### config.mk
export PLATFORM = sky130hd
export DESIGN_NAME = lcd_scheduler
export DESIGN_NICKNAME = d
export VERILOG_FILES = /design/src/rtl/lcd_scheduler.sv
export SDC_FILE = /design/constraint.sdc
export NUM_CORES = 1
export LEC_CHECK = 0
export BUFFER_PORTS_ARGS = -buffer_cell sky130_fd_sc_hd__buf_2
export CORE_ASPECT_RATIO = 0.7
export CORE_MARGIN = 10
export CORE_UTILIZATION = 45
export CTS_CLUSTER_SIZE = 12
export DETAILED_ROUTE_END_ITERATION = 10
export PLACE_DENSITY = 0.67
export REMOVE_ABC_BUFFERS = 1
export SLEW_MARGIN = 25
export SYNTH_ARGS = -nofsm -noshare
export SYNTH_HDL_FRONTEND = slang
export SYNTH_SLANG_ARGS = --single-unit
export TNS_END_PERCENT = 1
### constraint.sdc
create_clock -name iCLK -period 4.7 [get_ports iCLK]
set_input_delay 0.705 -clock iCLK [delete_from_list [all_inputs] [get_ports iCLK]]
set_output_delay 0.705 -clock iCLK [all_outputs]
set_load 0.02 [all_outputs]
### src/rtl/lcd_scheduler.sv
// lcd_scheduler: plays the LCD power-up words, then shares the
// character-LCD handshake driver between two round-robin requesters.
module lcd_scheduler #(
  parameter int SETTLE_CYCLES = 262142,
  parameter int CNT_W         = 18
) (
  input  logic       iCLK,
  input  logic       iRST,
  input  logic       iREQ_A,
  input  logic [8:0] iWORD_A,
  output logic       oACK_A,
  input  logic       iREQ_B,
  input  logic [8:0] iWORD_B,
  output logic       oACK_B,
  output logic [7:0] oDATA,
  output logic       oRS,
  output logic       oStart,
  input  logic       iDone,
  output logic       oREADY,
  output logic       oBUSY
);

  typedef enum logic [2:0] {
    S_INIT,
    S_ARB,
    S_START,
    S_WAIT,
    S_SETTLE
  } state_t;

  localparam logic [CNT_W-1:0] SETTLE_LAST = CNT_W'(SETTLE_CYCLES - 1);

  state_t           state;
  logic [2:0]       idx;
  logic [CNT_W-1:0] cnt;
  logic             last;
  logic [8:0]       word;

  // Power-up words: function set, display on, clear, entry mode, home.
  function automatic logic [8:0] rom(input logic [2:0] i);
    logic [8:0] w;
    case (i)
      3'd0:    w = 9'h038;
      3'd1:    w = 9'h00C;
      3'd2:    w = 9'h001;
      3'd3:    w = 9'h006;
      3'd4:    w = 9'h080;
      default: w = 9'h000;
    endcase
    return w;
  endfunction

  assign oDATA = word[7:0];
  assign oRS   = word[8];
  assign oBUSY = (state != S_ARB);

  // Sequencer: init replay, arbitration, start/wait handshake, settle.
  always_ff @(posedge iCLK) begin
    if (iRST) begin
      state  <= S_INIT;
      idx    <= 3'd0;
      cnt    <= '0;
      last   <= 1'b1;
      word   <= 9'h000;
      oStart <= 1'b0;
      oACK_A <= 1'b0;
      oACK_B <= 1'b0;
      oREADY <= 1'b0;
    end else begin
      oACK_A <= 1'b0;
      oACK_B <= 1'b0;
      case (state)
        S_INIT: begin
          word  <= rom(idx);
          state <= S_START;
        end
        S_ARB: begin
          if (iREQ_A && (!iREQ_B || last)) begin
            word   <= iWORD_A;
            oACK_A <= 1'b1;
            last   <= 1'b0;
            state  <= S_START;
          end else if (iREQ_B) begin
            word   <= iWORD_B;
            oACK_B <= 1'b1;
            last   <= 1'b1;
            state  <= S_START;
          end
        end
        S_START: begin
          oStart <= 1'b1;
          state  <= S_WAIT;
        end
        S_WAIT: begin
          if (iDone) begin
            oStart <= 1'b0;
            cnt    <= '0;
            state  <= S_SETTLE;
          end
        end
        S_SETTLE: begin
          cnt <= cnt + CNT_W'(1);
          if (cnt == SETTLE_LAST) begin
            if (!oREADY) begin
              if (idx == 3'd4) begin
                oREADY <= 1'b1;
                state  <= S_ARB;
              end else begin
                idx   <= idx + 3'd1;
                state <= S_INIT;
              end
            end else begin
              state <= S_ARB;
            end
          end
        end
        default: state <= S_INIT;
      endcase
    end
  end

endmodule

; After elaboration in Yosys (flattened, before gate mapping)
; Cells that the tools add are included.
[word_totals]
latch_bits = 0
output_inout_bits = 14
input_bits = 23
elab_cells = 66
ff_bits = 38
n_memories = 0
mem_bits_rw = 0
mem_bits_ro = 0
[op_classes]
order_cmp = 0
n_eq_ne = 13
n_shift = 0
multipliers = 0
addsub = 2
n_mux = 21
bitwise = 3
n_reduce_logical = 18
n_div = 0
[ops]
columns = cell, count
row1 = $pmux W8 S5, 1
row2 = $pmux W18 S2, 1
row3 = $add A18 B1 Y18 const B, 1
row4 = $eq A18 B18 Y1 const B, 1
row5 = $mux W18, 1
row6 = $mux W9, 2
row7 = $pmux W9 S2, 1
row8 = $mux W3, 5
row9 = $pmux W3 S5, 1
row10 = $eq A3 B2 Y1 const B, 4
row11 = $reduce_and A2 Y1, 5
row12 = $mux W1, 8
row13 = $reduce_bool A2 Y1, 4
row14 = $eq A3 B1 Y1 const B, 2
row15 = $eq A3 B3 Y1 const B, 2
row16 = $logic_not A3 Y1, 2
row17 = $ne A2 B2 Y1 const B, 2
row18 = $reduce_and A4 Y1, 1
row19 = $add A3 B1 Y3 const B, 1
row20 = $ne A3 B1 Y1 const B, 1
row21 = $ne A3 B3 Y1 const B, 1
row22 = $not A1 Y1, 3
row23 = $reduce_and A3 Y1, 1
row24 = $reduce_or A3 Y1, 1
row25 = 5 further kinds, 5

; Longest topological paths before layout
[logic_depth]
depth_word = 5
mapped_depth = 6
ltp_nobuf = 6

; Worst setup path after synthesis
; Ideal clock, no wire load.
[synth_path]
kind = register to output
from = register state[0]
to = output port oBUSY
t_arrival_ps = 1361
stages_incl_launch_ff = 4
slack_ps = 2634
path_buffers = 1
required_time_ps = 3995
path_cell_list = dfxtp_1 clkbuf_1 nor3b_1 inv_1
[synth_between]
elab_chain_cells = 1
[synth_rtl]
columns = item, line
row1 = "start, declared", 33  ; state_t state;
row2 = "start signal, assigned", 60  ; state <= S_INIT;
row3 = "start signal, assigned", 75  ; state <= S_START;
row4 = "start signal, assigned", 82  ; state <= S_START;
row5 = $ne A3 B1 Y1, 55  ; assign oBUSY = (state != S_ARB);
row6 = "end, declared", 20  ; output logic oBUSY
; Every way passes these cells.

; Worst setup path after layout
; Same ends and word-level chain as after synthesis.

==> impl_metrics.json <==
{
  "crit_cells": 3,
  "cts_buffer_depth": 2,
  "clock-sinks": 38,
  "maxSlewViolCount": 0,
  "max_slew_margin": 0.350,
  "viasPerCell": 5.74,
  "ant_nets": 0,
  "row_count": 20,
  "ir_drop_mv": 0.179,
  "synth_cell_type_count": 46,
  "cts-root-buf": "clkbuf_8",
  "design.die.area_mm2": 0.00768,
  "rrSetupSlack_ps": 2500,
  "diodes": 0,
  "start_util": 0.470,
  "synth_fa_ha_area_frac": 0.0428,
  "synth_edf_count": 0,
  "ios": 37,
  "grt_pass1_wl_um": 8630,
  "period_minus_slack_ps": 2860,
  "netlist_area_mm2": 0.00204,
  "die_h_um": 76.4,
  "first_iter_violations": 95,
  "drc_errors": 0,
  "critPathMaxStageDelay_ps": 840,
  "synth_common_cells": "dfxtp_1, a21oi_1, nand2_1",
  "worstPathCellList": "nor3b_1 > inv_1 > buf_2",
  "crit_required_ps": 3990,
  "antenna_found_initial": 0,
  "synth_area_leaders": "dfxtp_1, a21oi_1, and3_1, ha_1, nand2_1",
  "synth-main-ff-cell": "dfxtp_1",
  "hold_buffers": 0,
  "io_buffer_count": 36,
  "numCtsBuffers": 5,
  "cp-endpoint": "oBUSY",
  "clk_latency_ps": 290,
  "grt_max_degree": 37,
  "power.density_mw_per_mm2": 277,
  "grt-ovfl-total": 0,
  "crit_path_start_kind": "register",
  "setup_viol": 0,
  "layout-drive-gt1-share": 0.184,
  "clk_pin_slew_worst_paths_ps": 70,
  "r2r_end": "word[1]",
  "grt.total_usage": 0.133,
  "cts_resized": 0,
  "yosysSeqAreaShare": 0.372,
  "worstMarginPinSlew_ps": 973,
  "die_width_um": 101,
  "grt_pass1_vias": 1819,
  "syn_avg_cell_area_um2": 8.08,
  "wl_um": 5060,
  "drt_first_pass_iters": 5,
  "stdcell_area_mm2": 0.00232,
  "synth-xor-area-share": 0,
  "hold_viol_final": 0,
  "setup_tns_ps": 0,
  "dpl-instance-area_mm2": 0.00223,
  "wire_per_inst_um": 15.0,
  "cts_tree": "done",
  "synth_top_area_frac": 0.372,
  "synthMuxAreaShare": 0.0110,
  "synth_compound_area_frac": 0.249,
  "p_leak_nw": 0.882,
  "area_growth_pct": 13.5,
  "setup.worst_path.end_class": "output pin",
  "gp_congestion": 0.766,
  "slowest_stage": "nor3b_1",
  "yosysWarningCount": 0,
  "fin_worst_skew_ps": 9.56,
  "cts_htree_levels": 2,
  "coreArea_mm2": 0.00435,
  "path_max_fanout": 12,
  "r2r_start": "state[0]",
  "synth_top_family_by_area": "simple AND/OR/NAND/NOR gates",
  "fmax_ghz": 0.350,
  "cts_setup_buffers": 0,
  "worstPathArrival_ps": 2150,
  "finalCritPeriodShare": 0.608,
  "nFillCells": 438,
  "path_class": "reg -> out",
  "netlist_instances": 253,
  "cpLargestDelayFamily": "simple AND/OR/NAND/NOR gates",
  "dp_hpwl_um": 3710,
  "synth_top_area_cell": "dfxtp_1",
  "synth.most_common_cell": "dfxtp_1",
  "rr_worst_depth": 4,
  "rsz0062_at_grt": "no",
  "synth_async_sr_flop_share": 0,
  "yosys.area_share.simple": 0.277,
  "worst-path-buf-inv": 2,
  "hold_path.class": "reg -> reg",
  "maxCapViolations": 0,
  "startpoint": "state[0]",
  "power.total_w": 0.000642,
  "nNetsFinal": 311,
  "ys_ff_latch": 38,
  "status": "finished, final reports clean",
  "vias": 1935
}
==> report_power, final <==
part	switching [W]	internal, W	leakage (nW)
sequential	0.00000752	0.000330	0.308
combinational	0.0000426	0.0000275	0.526
clock	0.000116	0.000118	0.0472
total	0.000166	0.000476	0.882
==> final cells by class <==
type / count / area [um^2] / share of cell area
well taps: 55 / 68.8 / 0.0296
inverters: 8 / 30.0 / 0.0129
repair buffers: 36 / 180 / 0.0776
multi-input cells: 192 / 1190 / 0.511
flip-flops and latches: 38 / 761 / 0.328
clock buffers: 6 / 82.6 / 0.0356
clock inverters: 2 / 12.5 / 0.00539
==> layout by cell type, fill, tap and decap left out, types with 2 or more instances in the layout <==
master    count
a211oi_1      6
a21boi_0      9
a21oi_1      28
a311oi_1      2
a31oi_1       2
and2_1        3
and3_1       14
and4_1        4
buf_2        36
clkbuf_8      6
dfxtp_1      38
ha_1          7
inv_1         8
mux2_2        2
nand2_1      20
nand2b_1      2
nand3_1      11
nand4_1       6
nor2_1       16
nor2b_1       2
nor3_1        5
o211ai_1      8
o21a_1        2
o21ai_0      14
o41ai_1       2
or3_1         7
or4_1         2
==> sequential cells by signal, indices dropped and copies added (netlist names) <==
signal and flops:
oStart 1, state 3, oACK_A 1, idx 3, word 9, last 1, oACK_B 1, oREADY 1
cnt 18
==> worst min-delay path: cells and delay by family (launching register included) <==
kind	cells	cell delay (ps)
and+or+nand+nor	1	50
AOI/OAI and AO/OA	1	50
DFF	1	310
==> how the worst min path moves through the flow <==
stage / start / endpoint / slack [ps] / cells after the start
after floorplan: cnt[10] / cnt[10] / 430 / 1
after global placement: word[6] / word[6] / 440 / 2
after detailed placement: word[6] / word[6] / 440 / 2
after CTS: word[6] / word[6] / 450 / 2
after global routing: cnt[10] / cnt[10] / 490 / 1
final: word[6] / word[6] / 460 / 2
==> metrics by stage <==
stage               hold WS, ps   util  std cells  setup WS (ps)
global placement            439  0.511        329           2300
detailed placement          445  0.511        329           2260
finish                      455  0.533        337           1840
global route                489  0.533        337           1690
floorplan                   433      -        238           2750
CTS                         455  0.533        337           1930
==> cells by family (layout without fill, tap and decap cells) <==
| group | Yosys count | after routing |
|---|---|---|
| buffers and inverters | 23 | 52 |
| multiplexers | 2 | 2 |
| AND/OR/NAND/NOR | 102 | 102 |
| flip-flops | 38 | 38 |
| AO/OA/AOI/OAI | 81 | 81 |
| adder cells (fa/ha/maj) | 7 | 7 |
==> layer usage <==
layer  up-vias  global-route usage  wire [um]
met1       907               0.185       2490
met4         0              0.0394         19
li1        992                   -          -
met3         2              0.0326        252
met2        34               0.195       2300
met5         -                   0          0
Power figures use the tool's default switching activity.
